$ cat config.mk
export PLATFORM = sky130hd
export DESIGN_NAME = muldiv_hilo_unit
export DESIGN_NICKNAME = d
export VERILOG_FILES = /design/src/rtl/muldiv_hilo_unit.sv
export SDC_FILE = /design/constraint.sdc
export NUM_CORES = 1
export LEC_CHECK = 0
export CORE_UTILIZATION = 53
export CTS_CLUSTER_DIAMETER = 50
export DETAILED_ROUTE_END_ITERATION = 12
export PLACE_DENSITY = 0.77
export SLEW_MARGIN = 5
export SYNTH_ARGS = -nofsm -noshare
export SYNTH_HDL_FRONTEND = slang
export SYNTH_SLANG_ARGS = --single-unit
$ cat constraint.sdc
create_clock -name clk -period 3.7 [get_ports clk]
set_clock_uncertainty 0.2 [all_clocks]
set_input_delay 0.555 -clock clk [delete_from_list [all_inputs] [get_ports clk]]
set_output_delay 0.555 -clock clk [all_outputs]
set_load 0.005 [all_outputs]
$ cat src/rtl/muldiv_hilo_unit.sv
// Multicycle signed/unsigned multiply/divide engine with HI/LO result registers.
// Optional MULDIV_EARLY_OUT_EN: multiply leaves CALC once the remaining multiplier bits are zero.
module muldiv_hilo_unit #(
    parameter int WIDTH = 32
) (
    input  logic             clk,
    input  logic             reset,
    input  logic             start,
    input  logic [1:0]       op,
    input  logic [WIDTH-1:0] a,
    input  logic [WIDTH-1:0] b,
    input  logic             hi_wr,
    input  logic             lo_wr,
    input  logic [WIDTH-1:0] wr_data,
    output logic             busy,
    output logic             done,
    output logic             div_by_zero,
    output logic [WIDTH-1:0] hi,
    output logic [WIDTH-1:0] lo
);

    localparam int CW = $clog2(WIDTH + 1);

    localparam logic [1:0] S_IDLE  = 2'd0;
    localparam logic [1:0] S_CALC  = 2'd1;
    localparam logic [1:0] S_FIXUP = 2'd2;
    localparam logic [1:0] S_DONE  = 2'd3;

    logic [1:0]         state;
    logic               div_q;
    logic               neg_a;
    logic               neg_b;
    logic               dbz;
    logic [CW-1:0]      cnt;
    // Multiply: acc = running product, x_reg = shifted multiplicand, y_reg = multiplier.
    // Divide: acc[WIDTH:0] = partial remainder, x_reg low half = divisor, y_reg = dividend/quotient.
    logic [2*WIDTH-1:0] acc;
    logic [2*WIDTH-1:0] x_reg;
    logic [WIDTH-1:0]   y_reg;
    logic [WIDTH-1:0]   hi_q;
    logic [WIDTH-1:0]   lo_q;

    logic               sgn_op;
    logic [WIDTH-1:0]   abs_a;
    logic [WIDTH-1:0]   abs_b;
    logic [2*WIDTH-1:0] mul_sum;
    logic [WIDTH:0]     rem_sh;
    logic               rem_fits;
    logic [WIDTH:0]     rem_next;
    logic               last_iter;
    logic [2*WIDTH-1:0] prod_fix;
    logic [WIDTH-1:0]   quo_fix;
    logic [WIDTH-1:0]   rem_fix;

    always_comb begin
        sgn_op   = ~op[0];
        abs_a    = (sgn_op && a[WIDTH-1]) ? -a : a;
        abs_b    = (sgn_op && b[WIDTH-1]) ? -b : b;
        mul_sum  = acc + (y_reg[0] ? x_reg : '0);
        rem_sh   = {acc[WIDTH-1:0], y_reg[WIDTH-1]};
        rem_fits = rem_sh >= {1'b0, x_reg[WIDTH-1:0]};
        rem_next = rem_fits ? (rem_sh - {1'b0, x_reg[WIDTH-1:0]}) : rem_sh;
`ifdef MULDIV_EARLY_OUT_EN
        last_iter = (cnt == CW'(1)) || (!div_q && ((y_reg >> 1) == '0));
`else
        last_iter = (cnt == CW'(1));
`endif
        prod_fix = (neg_a ^ neg_b) ? -acc : acc;
        quo_fix  = (neg_a ^ neg_b) ? -y_reg : y_reg;
        rem_fix  = neg_a ? -acc[WIDTH-1:0] : acc[WIDTH-1:0];
    end

    always_ff @(posedge clk) begin
        if (reset) begin
            state <= S_IDLE;
            div_q <= 1'b0;
            neg_a <= 1'b0;
            neg_b <= 1'b0;
            dbz   <= 1'b0;
            cnt   <= '0;
            acc   <= '0;
            x_reg <= '0;
            y_reg <= '0;
            hi_q  <= '0;
            lo_q  <= '0;
        end else begin
            if (!busy) begin
                if (hi_wr) hi_q <= wr_data;
                if (lo_wr) lo_q <= wr_data;
            end
            case (state)
                S_IDLE, S_DONE: begin
                    if (start) begin
                        div_q <= op[1];
                        neg_a <= sgn_op & a[WIDTH-1];
                        neg_b <= sgn_op & b[WIDTH-1];
                        cnt   <= CW'(WIDTH);
                        acc   <= '0;
                        if (op[1]) begin
                            x_reg <= {{WIDTH{1'b0}}, abs_b};
                            y_reg <= abs_a;
                        end else begin
                            x_reg <= {{WIDTH{1'b0}}, abs_a};
                            y_reg <= abs_b;
                        end
                        dbz   <= op[1] && (b == '0);
                        state <= (op[1] && (b == '0)) ? S_DONE : S_CALC;
                    end else begin
                        dbz   <= 1'b0;
                        state <= S_IDLE;
                    end
                end
                S_CALC: begin
                    cnt <= cnt - CW'(1);
                    if (!div_q) begin
                        acc   <= mul_sum;
                        x_reg <= x_reg << 1;
                        y_reg <= y_reg >> 1;
                    end else begin
                        acc   <= {{(WIDTH-1){1'b0}}, rem_next};
                        y_reg <= {y_reg[WIDTH-2:0], rem_fits};
                    end
                    if (last_iter) state <= S_FIXUP;
                end
                S_FIXUP: begin
                    if (!div_q) begin
                        hi_q <= prod_fix[2*WIDTH-1:WIDTH];
                        lo_q <= prod_fix[WIDTH-1:0];
                    end else begin
                        hi_q <= rem_fix;
                        lo_q <= quo_fix;
                    end
                    state <= S_DONE;
                end
                default: state <= S_IDLE;
            endcase
        end
    end

    assign busy        = (state == S_CALC) || (state == S_FIXUP);
    assign done        = (state == S_DONE);
    assign div_by_zero = (state == S_DONE) && dbz;
    assign hi          = hi_q;
    assign lo          = lo_q;

endmodule
==> impl_metrics.json <==
{
  "synthToLayoutAreaGrowth_pct": 31.3,
  "crit_slowest_cell": "or4_1",
  "finalCriticalPeriod_ps": 3840,
  "worst_slack_ps": -143,
  "path_cells": "inv_8, clkbuf_16, nor2_2, ha_1, buf_6, a21oi_2, o21ai_2, a221oi_2, o41a_1, a21boi_2, o211a_1, o31a_1, mux2_4, or4_1, nand3_1",
  "n_antenna_cell": 0,
  "syn_inst": 2844,
  "fp.dieW_um": 199,
  "grt_pass1_vias": 21670,
  "status": "finished, violations left",
  "yosys_warnings": 0,
  "ys_ff_latch": 236,
  "path_clk_slew_ps": 60,
  "final_max_slew_viol_count": 0,
  "ctsHoldBuffers": 0,
  "regToRegSetupSlack_ps": -140,
  "min_from": "reset",
  "r2r_end": "acc[63]$_SDFFE_PP0P_",
  "core_um2": 37900,
  "yosysTopAreaCellShare": 0.230,
  "multiInputGateArea_um2": 15400,
  "total_power_mw": 13.8,
  "initial_core_util": 0.542,
  "num_rows": 71,
  "pre_cts_slack_ps": -434,
  "reg2reg_depth": 15,
  "grt_max_degree": 155,
  "max_stage_delay_ps": 460,
  "critPathMaxFanout": 5,
  "synth-main-ff-cell": "dfxtp_1",
  "ff_latch_area_um2": 4740,
  "drtIter0Drc": 2877,
  "via_count": 23693,
  "gp_congestion": 1.07,
  "syn_avg_cell_area_um2": 7.22,
  "ioPinCount": 170,
  "violations": "negative setup slack",
  "setup_tns_ps": -273,
  "netlist_area_um2": 20500,
  "crit_path_end_kind": "flip-flop",
  "max_freq_mhz": 260,
  "finalSetupViolCount": 4,
  "drcViolationCount": 0,
  "cp.required_ps": 4010,
  "min_to": "x_reg[56]$_SDFFE_PP0P_",
  "synth_top_cells_by_area": "dfxtp_1, xnor2_1, ha_1, nand2_1, nor2_1",
  "drive_above_1_share": 0.182,
  "async_flop_share": 0,
  "viasPerCell": 6.31,
  "dieArea_um2": 39500,
  "fin_nets": 3429,
  "yosysMostFrequentCell": "nand2_1",
  "r2r_start": "y_reg[0]$_SDFFE_PP0P_",
  "synth_commonest_cells": "nand2_1, nor2_1, dfxtp_1",
  "cts_tree": "done",
  "critPathArrivalTime_ps": 4160,
  "yosysUniqueCellTypes": 79,
  "hold_violations": 0,
  "h-tree-depth": 2,
  "fillers": 3080,
  "synth_edf_count": 0,
  "min-delay-path-class": "input pin to flip-flop",
  "relSlewSlack": 0.434,
  "numPortBuffers": 169,
  "drv_cap": 0,
  "clk_latency_ps": 570,
  "period_share": 1.04,
  "clock_path_buffers": 3,
  "numCtsBuffers": 37,
  "power.density_nw_per_um2": 512,
  "wl_per_cell_um": 22.2,
  "grt_pass1_wl_um": 123000,
  "grt_use_total": 0.403,
  "hold_depth": 2,
  "yosys.area.top_type": "dfxtp_1",
  "tightest_slew_ps": 849,
  "place_hpwl_um": 63900,
  "cts_root_buffer": "clkbuf_16",
  "routed_wl_um": 83200,
  "critPathLaunchType": "flip-flop",
  "seq_area_frac_synth": 0.230,
  "clock-sinks": 236,
  "globalRouteOverflowTotal": 0,
  "p_leak_nw": 10.9,
  "vdd_drop_max_uv": 623,
  "ant_nets": 0,
  "rsz0062_at_grt": "true",
  "die_y_um": 199,
  "firstDrtPassIters": 6,
  "antenna_found_initial": 4,
  "worstSetupPathType": "flip-flop to flip-flop",
  "synth_nets": 3054
}
-- where the power goes --
part / total, mW / switching, mW / leakage [nW] / internal [mW]
clock: 3.41 / 1.43 / 0.573 / 1.98
sequential: 3.45 / 0.429 / 1.93 / 3.02
combinational: 6.96 / 4.24 / 8.40 / 2.72
-- worst max path at each step --
| stage | to | startpoint | cells after the start | slack [ps] |
|---|---|---|---|---|
| floorplan | acc[63]$_SDFFE_PP0P_ | y_reg[0]$_SDFFE_PP0P_ | 16 | -9 |
| detailed placement | acc[60]$_SDFFE_PP0P_ | y_reg[0]$_SDFFE_PP0P_ | 17 | -430 |
| finish | acc[63]$_SDFFE_PP0P_ | y_reg[0]$_SDFFE_PP0P_ | 15 | -140 |
| global route | acc[63]$_SDFFE_PP0P_ | y_reg[0]$_SDFFE_PP0P_ | 15 | -200 |
| CTS | acc[63]$_SDFFE_PP0P_ | y_reg[0]$_SDFFE_PP0P_ | 14 | -70 |
| global placement | acc[60]$_SDFFE_PP0P_ | y_reg[0]$_SDFFE_PP0P_ | 17 | -390 |
-- metal layers --
metal	up-vias	wire length, um	GRT usage
li1	11016	-	-
met1	11125	34600	0.541
met2	1330	35900	0.622
met3	214	9490	0.104
met4	8	3110	0.141
met5	-	109	0
-- cell usage in the layout (no fill, tap or decap), types with 20 or more instances in the layout --
cell type / n
buf_4: 362
nand2_1: 339
nor2_1: 324
dfxtp_1: 231
a21oi_1: 190
clkdlybuf4s50_1: 167
o21ai_0: 153
xnor2_1: 151
xor2_1: 107
o211ai_1: 104
ha_1: 83
inv_1: 80
a22oi_1: 64
a311oi_1: 63
mux2i_1: 61
nor3_1: 61
a211oi_1: 54
nand3_1: 40
clkbuf_16: 40
and2_1: 37
a21o_1: 34
o31ai_1: 31
nand4_1: 30
nand2b_1: 21
nor2b_1: 21
a31oi_1: 20
-- per-stage QoR --
step / instances / utilization / area (um^2) / hold slack (ps)
2_1_floorplan: 2844 / - / 20600 / 245
3_3_place_gp: 3650 / 0.653 / 24800 / 266
4_1_cts: 3723 / 0.691 / 26200 / 129
6_report: 3756 / 0.711 / 27000 / 139
5_1_grt: 3756 / 0.711 / 27000 / 153
3_5_place_dp: 3650 / 0.653 / 24800 / 278
-- layout make-up --
| type | count | share of cell area |
|---|---|---|
| clock buffer | 42 | 0.0354 |
| clock inverter | 23 | 0.00844 |
| inverter | 84 | 0.0120 |
| multi-input combinational | 2312 | 0.570 |
| sequential | 236 | 0.176 |
| tap | 511 | 0.0237 |
| timing repair buffer | 548 | 0.175 |
-- timing repair --
item / 4_1_cts / 5_1_grt
endpoints found under the setup margin: 37 / 55
pin swaps: 30 / 34
gates resized for setup: 49 / 103
cloned: 1 / 3
buffers inserted: 7 / 30
-- kinds of logic (layout without fill, tap and decap cells) --
kind of cell,count (synthesis),after routing,share of synthesized area
xor+xnor,261,261,0.111
fa+ha+maj,107,107,0.0659
flops,236,236,0.230
compound gates,878,878,0.285
buf+inv,296,697,0.0548
simple gates,998,998,0.219
mux,68,68,0.0341
-- worst max-delay path: cells and delay by family, from the launching register on --
family,cells,cell delay [ps]
AO/OA/AOI/OAI,7,1560
AND/OR/NAND/NOR,3,570
buffers and inverters,3,390
flip-flops,1,370
adder cells (fa/ha/maj),1,370
multiplexers,1,310
Power figures use the tool's default switching activity.
==> RTL change 1: new RTL, same settings <==
Reset style: asynchronous (`reset`), changed in one clocked block.
--- a/src/rtl/muldiv_hilo_unit.sv
+++ b/src/rtl/muldiv_hilo_unit.sv
@@ -70,7 +70,7 @@
         rem_fix  = neg_a ? -acc[WIDTH-1:0] : acc[WIDTH-1:0];
     end
 
-    always_ff @(posedge clk) begin
+    always_ff @(posedge clk or posedge reset) begin
         if (reset) begin
             state <= S_IDLE;
             div_q <= 1'b0;
Function: differs if reset is asserted again (counterexample within 4 cycles, from zero or initial values and one cycle with reset high); with reset held inactive, the same outputs for 4 cycles.
==> RTL change 1 against the unedited design <==
  * The run still ends with setup timing left
  * Largest cell class unchanged
  * Power decreased by 16%
  * Fmax increased by 3.3%
  * Count of clock-buffer cells in the layout increased by 2
  * Synthesized area increased by 4.8%
  * Synthesized cell count decreased by 0.11%
  * Sequential cell count unchanged
  * Setup slack improved by 120 ps
  * First-iteration DRC count decreased by 22%
  * Routed wire length decreased by 0.77%
  * Cell area increased by 2.1%
==> RTL change 1: results (changes against the unedited design) <==
[global_routing]
met2_usage_pct = 58.9  ; -3.4 points
antenna_found_initial = 0  ; -4
global_route.usage.met1_pct = 53.9  ; -0.22 points
grt_start_max_net_pins = 79  ; -49%
grt_pass1_wl_um = 125000  ; +2.2%
grt_usage_pct = 39.0  ; -1.3 points

[cells_and_area]
nClkBuffers = 44  ; +4.8%
num-nonclk-inverters = 76  ; -9.5%
clockNetworkAreaShare_pct = 4.33  ; -0.053 points
nets = 3380  ; -1.4%
register_area_um2 = 5910  ; +25%
drive_gt1_share_pct = 16.3  ; -1.9 points

[synth]
synth.yosys.seq_area_share_pct = 27.4  ; +4.4 points
yosys-top-cells-area = dfrtp_1 27%, a21oi_1 6.6%, ha_1 6.1%
ys_top_cells_by_count = 334 x nand2_1, 283 x a21oi_1, 279 x nor2_1
synth.net_count = 3051  ; -0.098%

[drt]
highest_layer = met4
met1_length_um = 34300  ; -0.74%
drtIter0Drc = 2239  ; -22%
met3_length_um = 8940  ; -5.7%
routed_wl_um = 82600  ; -0.77%

[worst_setup_path]
worst-endpoint-arrival_ps = 3960  ; -200 ps
cpPeakStageDelay_ps = 420  ; -40 ps

[place]
placed_cell_area_um2 = 25600  ; +3.5%

[cts]
cts_setup_buffers = 0  ; -7

[run_status]
status = complete, but fails checks
violations = setup timing

[pwr]
power.leakage_nw = 11.9  ; +9.6%

[worst_hold_path]
hold_class = reg2reg

[timing]
finalWorstSetupSlack_ps = -22.3  ; +121 ps
finalSetupViolCount = 3  ; -1

==> RTL change 1: cells by family after synthesis <==
family          count (synthesis)  synth area share (%)
simple gates                  968                  20.9
compound gates                926                  26.9
buf+inv                       280                  4.90
xor+xnor                      267                  10.9
flops                         236                  27.4
fa+ha+maj                     107                  6.29
mux                            57                  2.75
==> RTL change 1: path summary, 6_finish.rpt <==
check	slack, ps	cells past startpoint	endpoint	start
max	-20	17	acc[50]$_DFFE_PP0P_	y_reg[0]$_DFFE_PP0P_
min	280	2	lo[25]$_DFFE_PP0P_	lo[25]$_DFFE_PP0P_
max reg2reg	-20	17	acc[50]$_DFFE_PP0P_	y_reg[0]$_DFFE_PP0P_
min reg2reg	280	2	lo[25]$_DFFE_PP0P_	lo[25]$_DFFE_PP0P_
max in group asynchronous	2120	3	x_reg[41]$_DFFE_PP0P_	reset
min in group asynchronous	290	2	x_reg[55]$_DFFE_PP0P_	reset
==> RTL change 1: per-stage QoR <==
stage,setup TNS (ps),hold slack [ps],total power [mW],util [%],instances
2_1_floorplan,-34660,256,6.00,-,2841
3_3_place_gp,-3660,262,7.87,64.2,3636
3_5_place_dp,-5770,272,7.95,64.2,3636
4_1_cts,-129,282,11.4,67.5,3703
5_1_grt,-929,307,12.1,69.0,3723
6_report,-38.3,279,11.6,69.0,3723
==> RTL change 1: power by group <==
part           leakage, nW  total, mW  switching (mW)  internal (mW)
registers             2.99       3.24           0.397           2.84
logic                 8.38       4.97            2.95           2.02
clock network        0.577       3.42            1.39           2.02
==> RTL change 1: worst max-delay path: cells and delay by family (launching register included) <==
family / cells / cell delay (ps)
AO/OA/AOI/OAI: 6 / 1150
adder cells (fa/ha/maj): 1 / 210
buffers and inverters: 5 / 660
flip-flops: 1 / 420
multiplexers: 1 / 220
AND/OR/NAND/NOR: 4 / 770
==> RTL change 2: new RTL, config.mk and constraints unchanged <==
Made on the original files. `WIDTH`: 32 -> 16.
--- a/src/rtl/muldiv_hilo_unit.sv
+++ b/src/rtl/muldiv_hilo_unit.sv
@@ -1,7 +1,7 @@
 // Multicycle signed/unsigned multiply/divide engine with HI/LO result registers.
 // Optional MULDIV_EARLY_OUT_EN: multiply leaves CALC once the remaining multiplier bits are zero.
 module muldiv_hilo_unit #(
-    parameter int WIDTH = 32
+    parameter int WIDTH = 16
 ) (
     input  logic             clk,
     input  logic             reset,
Interface: changed (5 resized); port bits go from 170 to 90. The function was not compared with the original's and may differ.
==> RTL change 2 against the unedited design <==
  * Via count shrank 58%
  * Sequential cell count shrank 113
  * Routed wire length shrank 65%
  * Cell area decreased by 56%
  * First-iteration DRC count is 78% lower
  * Setup slack improved by 410 ps
  * Power is 52% lower
  * Synthesized area shrank 51%
  * Die area fell by 50%
  * Fmax up 12%
  * Critical path type unchanged
  * Highest routed layer is now met4
==> RTL change 2: results (changes against the unedited design) <==
[run_status]
status = complete, no violations

[cts]
cts_buffers = 17  ; -54%
clk_path_buf_depth = 2  ; -1
cts_resized = 0  ; -100%
cts_setup_buffers = 0  ; -7
clock_latency_ps = 430  ; -140 ps

[synth]
ys_top_cells_by_count = 160 x nor2_1, 123 x dfxtp_1, 119 x nand2_1
yosys-top-cells-area = dfxtp_1 24%, ha_1 7.0%, xnor2_1 6.5%
synth.mux.area_fraction_pct = 4.58  ; +1.2 points
synthAdderAreaFrac_pct = 7.43  ; +0.84 points
ys_types = 68  ; -14%
synth.yosys.seq_area_share_pct = 24.3  ; +1.3 points
synth-xor-area-share_pct = 10.5  ; -0.67 points
synth_compound_area_share_pct = 27.1  ; -1.4 points
synth.net_count = 1468  ; -52%

[cells_and_area]
num-fill-cells = 1663  ; -46%
drive_gt1_share_pct = 5.94  ; -12 points
fin_util_pct = 62.9  ; -8.2 points

[place]
gp_congestion = 1.00  ; -6.7%
placed_cell_area_um2 = 11200  ; -55%

[worst_setup_path]
crit_fanout = 6  ; +1
worstRegToRegCells = 14  ; -1
cp-endpoint = acc[30]$_SDFFE_PP0P_
ff2ff_setup_slack_ps = 270  ; +410 ps
slowest_stage = dfxtp_1
cpPeakStageDelay_ps = 400  ; -60 ps

[drt]
met1_length_um = 13000  ; -62%
num_vias = 9972  ; -58%
first_pass_iters = 5  ; -1
drtIter0Drc = 621  ; -78%
met3_length_um = 2170  ; -77%
routed_wl_um = 29000  ; -65%

[global_routing]
antenna_found_initial = 0  ; -4
grt_pass1_vias = 9306  ; -57%
grt_pass1_wl_um = 46900  ; -62%
grt_util_met3_pct = 5.61  ; -4.8 points
grt_usage_pct = 30.1  ; -10 points
met2_usage_pct = 48.7  ; -14 points

[worst_hold_path]
hold_class = reg2reg
min-delay-start = acc[31]$_SDFFE_PP0P_
min_to = acc[31]$_SDFFE_PP0P_

[timing]
maxSlewHeadroom_pct = 41.4  ; -2.0 points

[pwr]
irDropWorstVdd_v = 0.000385  ; -38%
power.leakage_nw = 4.64  ; -57%

RTL change 2: metrics by stage:
| step | power (mW) | cells | hold WS, ps | setup WS (ps) |
|---|---|---|---|---|
| after detailed placement | 4.91 | 1617 | 259 | 284 |
| after floorplan | 3.92 | 1354 | 241 | 363 |
| after CTS | 6.58 | 1647 | 272 | 284 |
| after global routing | 7.02 | 1647 | 298 | 8.22 |
| after global placement | 4.85 | 1617 | 250 | 326 |
| final | 6.63 | 1647 | 275 | 266 |
RTL change 2: layout make-up:
| type | count | area (um^2) | area share, % |
|---|---|---|---|
| inverters | 45 | 169 | 1.43 |
| flip-flops and latches | 123 | 2460 | 20.9 |
| clock inverters | 11 | 149 | 1.26 |
| multi-input cells | 1094 | 7140 | 60.7 |
| repair buffers | 121 | 1120 | 9.52 |
| clock buffers | 19 | 433 | 3.68 |
| well taps | 234 | 293 | 2.49 |
RTL change 2: where the power goes:
group          total, mW  internal (mW)  switching, mW
Sequential          1.92           1.59          0.325
Combinational       3.05           1.22           1.83
Clock               1.66           1.05          0.615
